--- config.mk ---
export PLATFORM = sky130hd
export DESIGN_NAME = serialadd_n
export DESIGN_NICKNAME = d
export VERILOG_FILES = /design/src/rtl/serialadd_n.sv
export SDC_FILE = /design/constraint.sdc
export NUM_CORES = 1
export LEC_CHECK = 0
export BUFFER_PORTS_ARGS = -buffer_cell sky130_fd_sc_hd__buf_2
export CAP_MARGIN = 20
export CELL_PAD_IN_SITES_DETAIL_PLACEMENT = 0
export CELL_PAD_IN_SITES_GLOBAL_PLACEMENT = 2
export CORE_ASPECT_RATIO = 2
export CORE_MARGIN = 8
export CORE_UTILIZATION = 36
export DETAILED_ROUTE_END_ITERATION = 6
export GPL_TIMING_DRIVEN = 0
export PLACE_DENSITY_LB_ADDON = 0.1
export SETUP_SLACK_MARGIN = 0.2
export SLEW_MARGIN = 20
export SYNTH_ARGS = -nofsm -noshare
export SYNTH_HDL_FRONTEND = slang
export SYNTH_SLANG_ARGS = --single-unit
--- constraint.sdc ---
create_clock -name clk -period 4.5 [get_ports clk]
set_input_delay 0.225 -clock clk [delete_from_list [all_inputs] [get_ports clk]]
set_output_delay 0.225 -clock clk [all_outputs]
set_load 0.02 [all_outputs]
--- src/rtl/serialadd_n.sv ---
// serialadd_n
// N-channel bit-serial adder/subtractor. It consumes N LSB-first operand
// streams of LEN bits and produces their signed sum modulo 2^LEN as one
// LSB-first result stream. Each channel can be added or subtracted, and
// that choice is made per word. The result is delayed by exactly one clock.
//
// Ports:
//   clk     - clock, all state updates on the rising edge
//   reset   - synchronous active-high reset
//   a       - current serial bit of each channel (a[k] = channel k)
//   sub     - per-channel subtract select, sampled only when isync=1
//   isync   - one-cycle pulse: bit 0 of a new word is on 'a' this cycle
//   q       - serial result bit, LSB first
//   osync   - one-cycle pulse: result bit 0 is on 'q' this cycle
//   ovalid  - high on every cycle that carries a result bit
//   cy      - high together with result bit LEN-1 when the final carry is nonzero
module serialadd_n #(
    parameter int N   = 4,
    parameter int LEN = 10,
    parameter int CW  = $clog2(N+1)+1
) (
    input  logic         clk,
    input  logic         reset,
    input  logic [N-1:0] a,
    input  logic [N-1:0] sub,
    input  logic         isync,
    output logic         q,
    output logic         osync,
    output logic         ovalid,
    output logic         cy
);

    localparam int CNTW = $clog2(LEN+1);
    localparam logic [CNTW-1:0] CNT_IDLE = CNTW'(LEN);
    localparam logic [CNTW-1:0] CNT_LAST = CNTW'(LEN-1);
    localparam logic [CNTW-1:0] CNT_ONE  = CNTW'(1);
    // The column sum is popcount(e) + carry and can reach 2N, so it needs one
    // bit more than the carry register.
    localparam int SW = CW+1;

    typedef enum logic {IDLE, RUN} state_t;

    state_t         state, state_n;
    logic [CNTW-1:0] cnt, cnt_n;
    logic [CW-1:0]  c, c_n;
    logic [N-1:0]   subl, subl_n;
    logic           q_n, osync_n, ovalid_n, cy_n;

    logic [N-1:0]   m;
    logic [N-1:0]   e;
    logic [CW-1:0]  cin;
    logic [SW-1:0]  s;

    function automatic logic [CW-1:0] popcount(input logic [N-1:0] v);
        logic [CW-1:0] n;
        n = '0;
        for (int k = 0; k < N; k++) begin
            n = n + CW'(v[k]);
        end
        return n;
    endfunction

    // Column arithmetic for the bit being consumed this cycle. On the isync
    // cycle the fresh 'sub' is used directly. Its popcount seeds the carry,
    // which supplies the +1 for each inverted (subtracted) channel. On later
    // bits the latched mode and the running carry take over.
    always_comb begin
        m   = isync ? sub : subl;
        e   = a ^ m;
        cin = isync ? popcount(sub) : c;
        s   = SW'(popcount(e)) + SW'(cin);
    end

    // Next-state and next-output logic. isync always restarts a word at bit 0.
    // This covers both back-to-back words and aborting a word part way through.
    // An aborted word never reaches its last bit, so it never raises cy.
    always_comb begin
        state_n  = state;
        cnt_n    = cnt;
        c_n      = c;
        subl_n   = subl;
        q_n      = 1'b0;
        osync_n  = isync;
        ovalid_n = 1'b0;
        cy_n     = 1'b0;
        if (isync) begin
            state_n  = RUN;
            cnt_n    = CNT_ONE;
            subl_n   = sub;
            c_n      = s[SW-1:1];
            q_n      = s[0];
            ovalid_n = 1'b1;
        end else if (state == RUN) begin
            c_n      = s[SW-1:1];
            q_n      = s[0];
            ovalid_n = 1'b1;
            if (cnt == CNT_LAST) begin
                state_n = IDLE;
                cnt_n   = CNT_IDLE;
                cy_n    = |s[SW-1:1];
            end else begin
                cnt_n = cnt + CNT_ONE;
            end
        end
    end

    // State and output registers. Reset takes priority over a coincident
    // isync, so any word in flight is dropped and no pulses follow.
    always_ff @(posedge clk) begin
        if (reset) begin
            state  <= IDLE;
            cnt    <= CNT_IDLE;
            c      <= '0;
            subl   <= '0;
            q      <= 1'b0;
            osync  <= 1'b0;
            ovalid <= 1'b0;
            cy     <= 1'b0;
        end else begin
            state  <= state_n;
            cnt    <= cnt_n;
            c      <= c_n;
            subl   <= subl_n;
            q      <= q_n;
            osync  <= osync_n;
            ovalid <= ovalid_n;
            cy     <= cy_n;
        end
    end

endmodule

==> results.json <==
{
  "status": "completed",
  "p_leak_nw": 0.499,
  "p_per_area_nw_per_um2": 376,
  "ys.flop_type": "dfxtp_1",
  "port_buffers": 14,
  "cp.required_ps": 4660,
  "antenna_found_initial": 0,
  "core_um2": 2540,
  "rsz0062_at_grt": "false",
  "clock-root-buffer": "clkbuf_8",
  "vias_per_cell": 4.82,
  "clkLatencyLatePin_ps": 250,
  "cp_slowest_cell": "fa_1",
  "post_cts_buffers": 0,
  "drv_slew": 0,
  "crit_family": "adder cells",
  "synth.most_common_cell": "dfxtp_1",
  "diodes": 0,
  "synth-seq-area-share_pct": 35.8,
  "syn_area_per_cell_um2": 9.40,
  "crit_buf_inv": 4,
  "ant_nets": 0,
  "die_h_um": 88.6,
  "critPathArrivalTime_ps": 2910,
  "ys_seq_elements": 17,
  "multi_input_area_um2": 543,
  "netlist_top_cells_count": "dfxtp_1, inv_1, nor2_1",
  "synth-async-reset-ratio_pct": 0,
  "finalClockSkew_ps": 1.30,
  "ir_worst_vdd_v": 0.000176,
  "nFillCells": 273,
  "hold_path_class": "input port to register",
  "ys.warnings.count": 0,
  "start_util_pct": 37.4,
  "syn_nets": 121,
  "setup-violations-final": 0,
  "drive_above_1_share_pct": 21.0,
  "firstDrtPassIters": 4,
  "htreeDepth": 1,
  "grtUsageTotal_pct": 9.66,
  "place_congestion": 0.728,
  "numCtsBuffers": 3,
  "die_area_um2": 4640,
  "yosys.area.top_type": "dfxtp_1",
  "grt_overflow_total": 0,
  "cts_tree": "done",
  "holdBufCountCts": 0,
  "drc": 0,
  "wirelength_um": 2010,
  "worstSetupEndpointType": "register",
  "cap_violations": 0,
  "synth-edff-count": 0,
  "finalCritPeriodShare_pct": 61.1,
  "placed_area_um2": 1050,
  "worst_slew_pin_slew_ps": 482,
  "syn-instance-count": 101,
  "seqCellArea_um2": 340,
  "tns_ps": 0,
  "area_growth_pct": 15.8,
  "post_drt_wl_per_cell_um": 13.7,
  "num_vias": 709,
  "cts.clk_slew.worst_paths_ps": 70,
  "max_freq_mhz": 364,
  "synth.area.top_cells": "dfxtp_1, fa_1, ha_1",
  "r2r_cells": 11,
  "critical_path_depth": 13,
  "fin_area_um2": 1100,
  "finalHoldViolCount": 0,
  "clockBufferDepth": 2,
  "initialDrtViolationCount": 7,
  "grt_pass1_vias": 761,
  "reg2reg_slack_ps": 1770,
  "final_nets": 140,
  "path_max_fanout": 10,
  "yosysUniqueCellTypes": 31,
  "ctsResizeCount": 0,
  "min_period_ps": 2750,
  "syn-cell-area_um2": 950,
  "dp_hpwl_um": 1650,
  "cts_sinks": 17,
  "row_count": 26,
  "relSlewSlack_pct": 67.9,
  "crit_path_cell_trace": "buf_2 > buf_6 > mux2i_1 > xor2_1 > fa_1 > inv_1 > fa_1 > inv_1 > fa_1 > nor3b_1 > nor3_1 > a21oi_1 > a311oi_1",
  "grt_max_degree": 11,
  "pin_count": 15,
  "cp-start-kind": "input port",
  "fp.dieW_um": 52.3,
  "synth.top_cell.area_share_pct": 35.8,
  "holdPathStages": 2,
  "critPathKind": "input port to register",
  "critical-path-max-stage-delay_ps": 540,
  "crit_top_cell": "fa_1",
  "grt_pass1_wl_um": 3430
}
-- layout by cell type, fill, tap and decap left out, types with 4 or more instances in the layout --
cell     instances
ha_1             5
xor2_1           6
nor3_1           4
dfxtp_1         17
inv_1           11
buf_2           16
fa_1             4
a21oi_1          7
mux2i_1          4
nor2_1          11
-- stage by stage --
step                power (mW)  util, %  hold WS (ps)  setup WS [ps]  cells
global route             0.443     43.3           248           1490    147
floorplan                0.268        -           297           1860    101
finish                   0.414     43.3           248           1750    147
CTS                      0.422     43.3           246           1690    147
global placement         0.303     41.6           472           1450    143
detailed placement       0.306     41.6           486           1430    143
-- routing by layer --
metal,routed length (µm),GRT usage (%),vias to the layer above
li1,-,-,370
met5,0,0,-
met4,34,4.27,0
met3,39,1.68,4
met1,769,9.93,325
met2,1170,17.8,10
-- sequential cells by signal, summed over array words and instances (netlist names) --
register / count
c: 4
cy: 1
cnt: 4
q: 1
ovalid: 1
state: 1
osync: 1
subl: 4
-- logic make-up (layout without fill, tap and decap cells) --
group	count (synthesis)	count (layout)	share of synthesized area (%)
flip-flops	17	17	35.8
AND/OR/NAND/NOR	30	30	16.2
adder cells (fa/ha/maj)	9	9	15.0
multiplexers	8	8	9.22
XOR/XNOR	8	8	7.38
AO/OA/AOI/OAI	14	14	9.35
buffers and inverters	15	33	6.98
-- where the power goes --
| part | switching, mW | internal, mW |
|---|---|---|
| clock network | 0.0516 | 0.0628 |
| registers | 0.00718 | 0.165 |
| logic | 0.0706 | 0.0567 |
-- area by class of cell --
class,instances,share of cell area (%)
Clock buffer,4,4.10
Timing Repair Buffer,14,6.37
Buffer,4,2.28
Inverter,11,3.75
Sequential cell,17,30.9
Tap cell,28,3.19
Multi-Input combinational cell,69,49.4
-- path summary, 6_finish.rpt --
| path | from | to |
|---|---|---|
| setup / recovery | isync | cy |
| hold / removal | reset | osync |
| setup reg to reg | subl[0] | cy |
| hold reg to reg | c[0] | c[0] |
(Power assumes the default switching activity.)
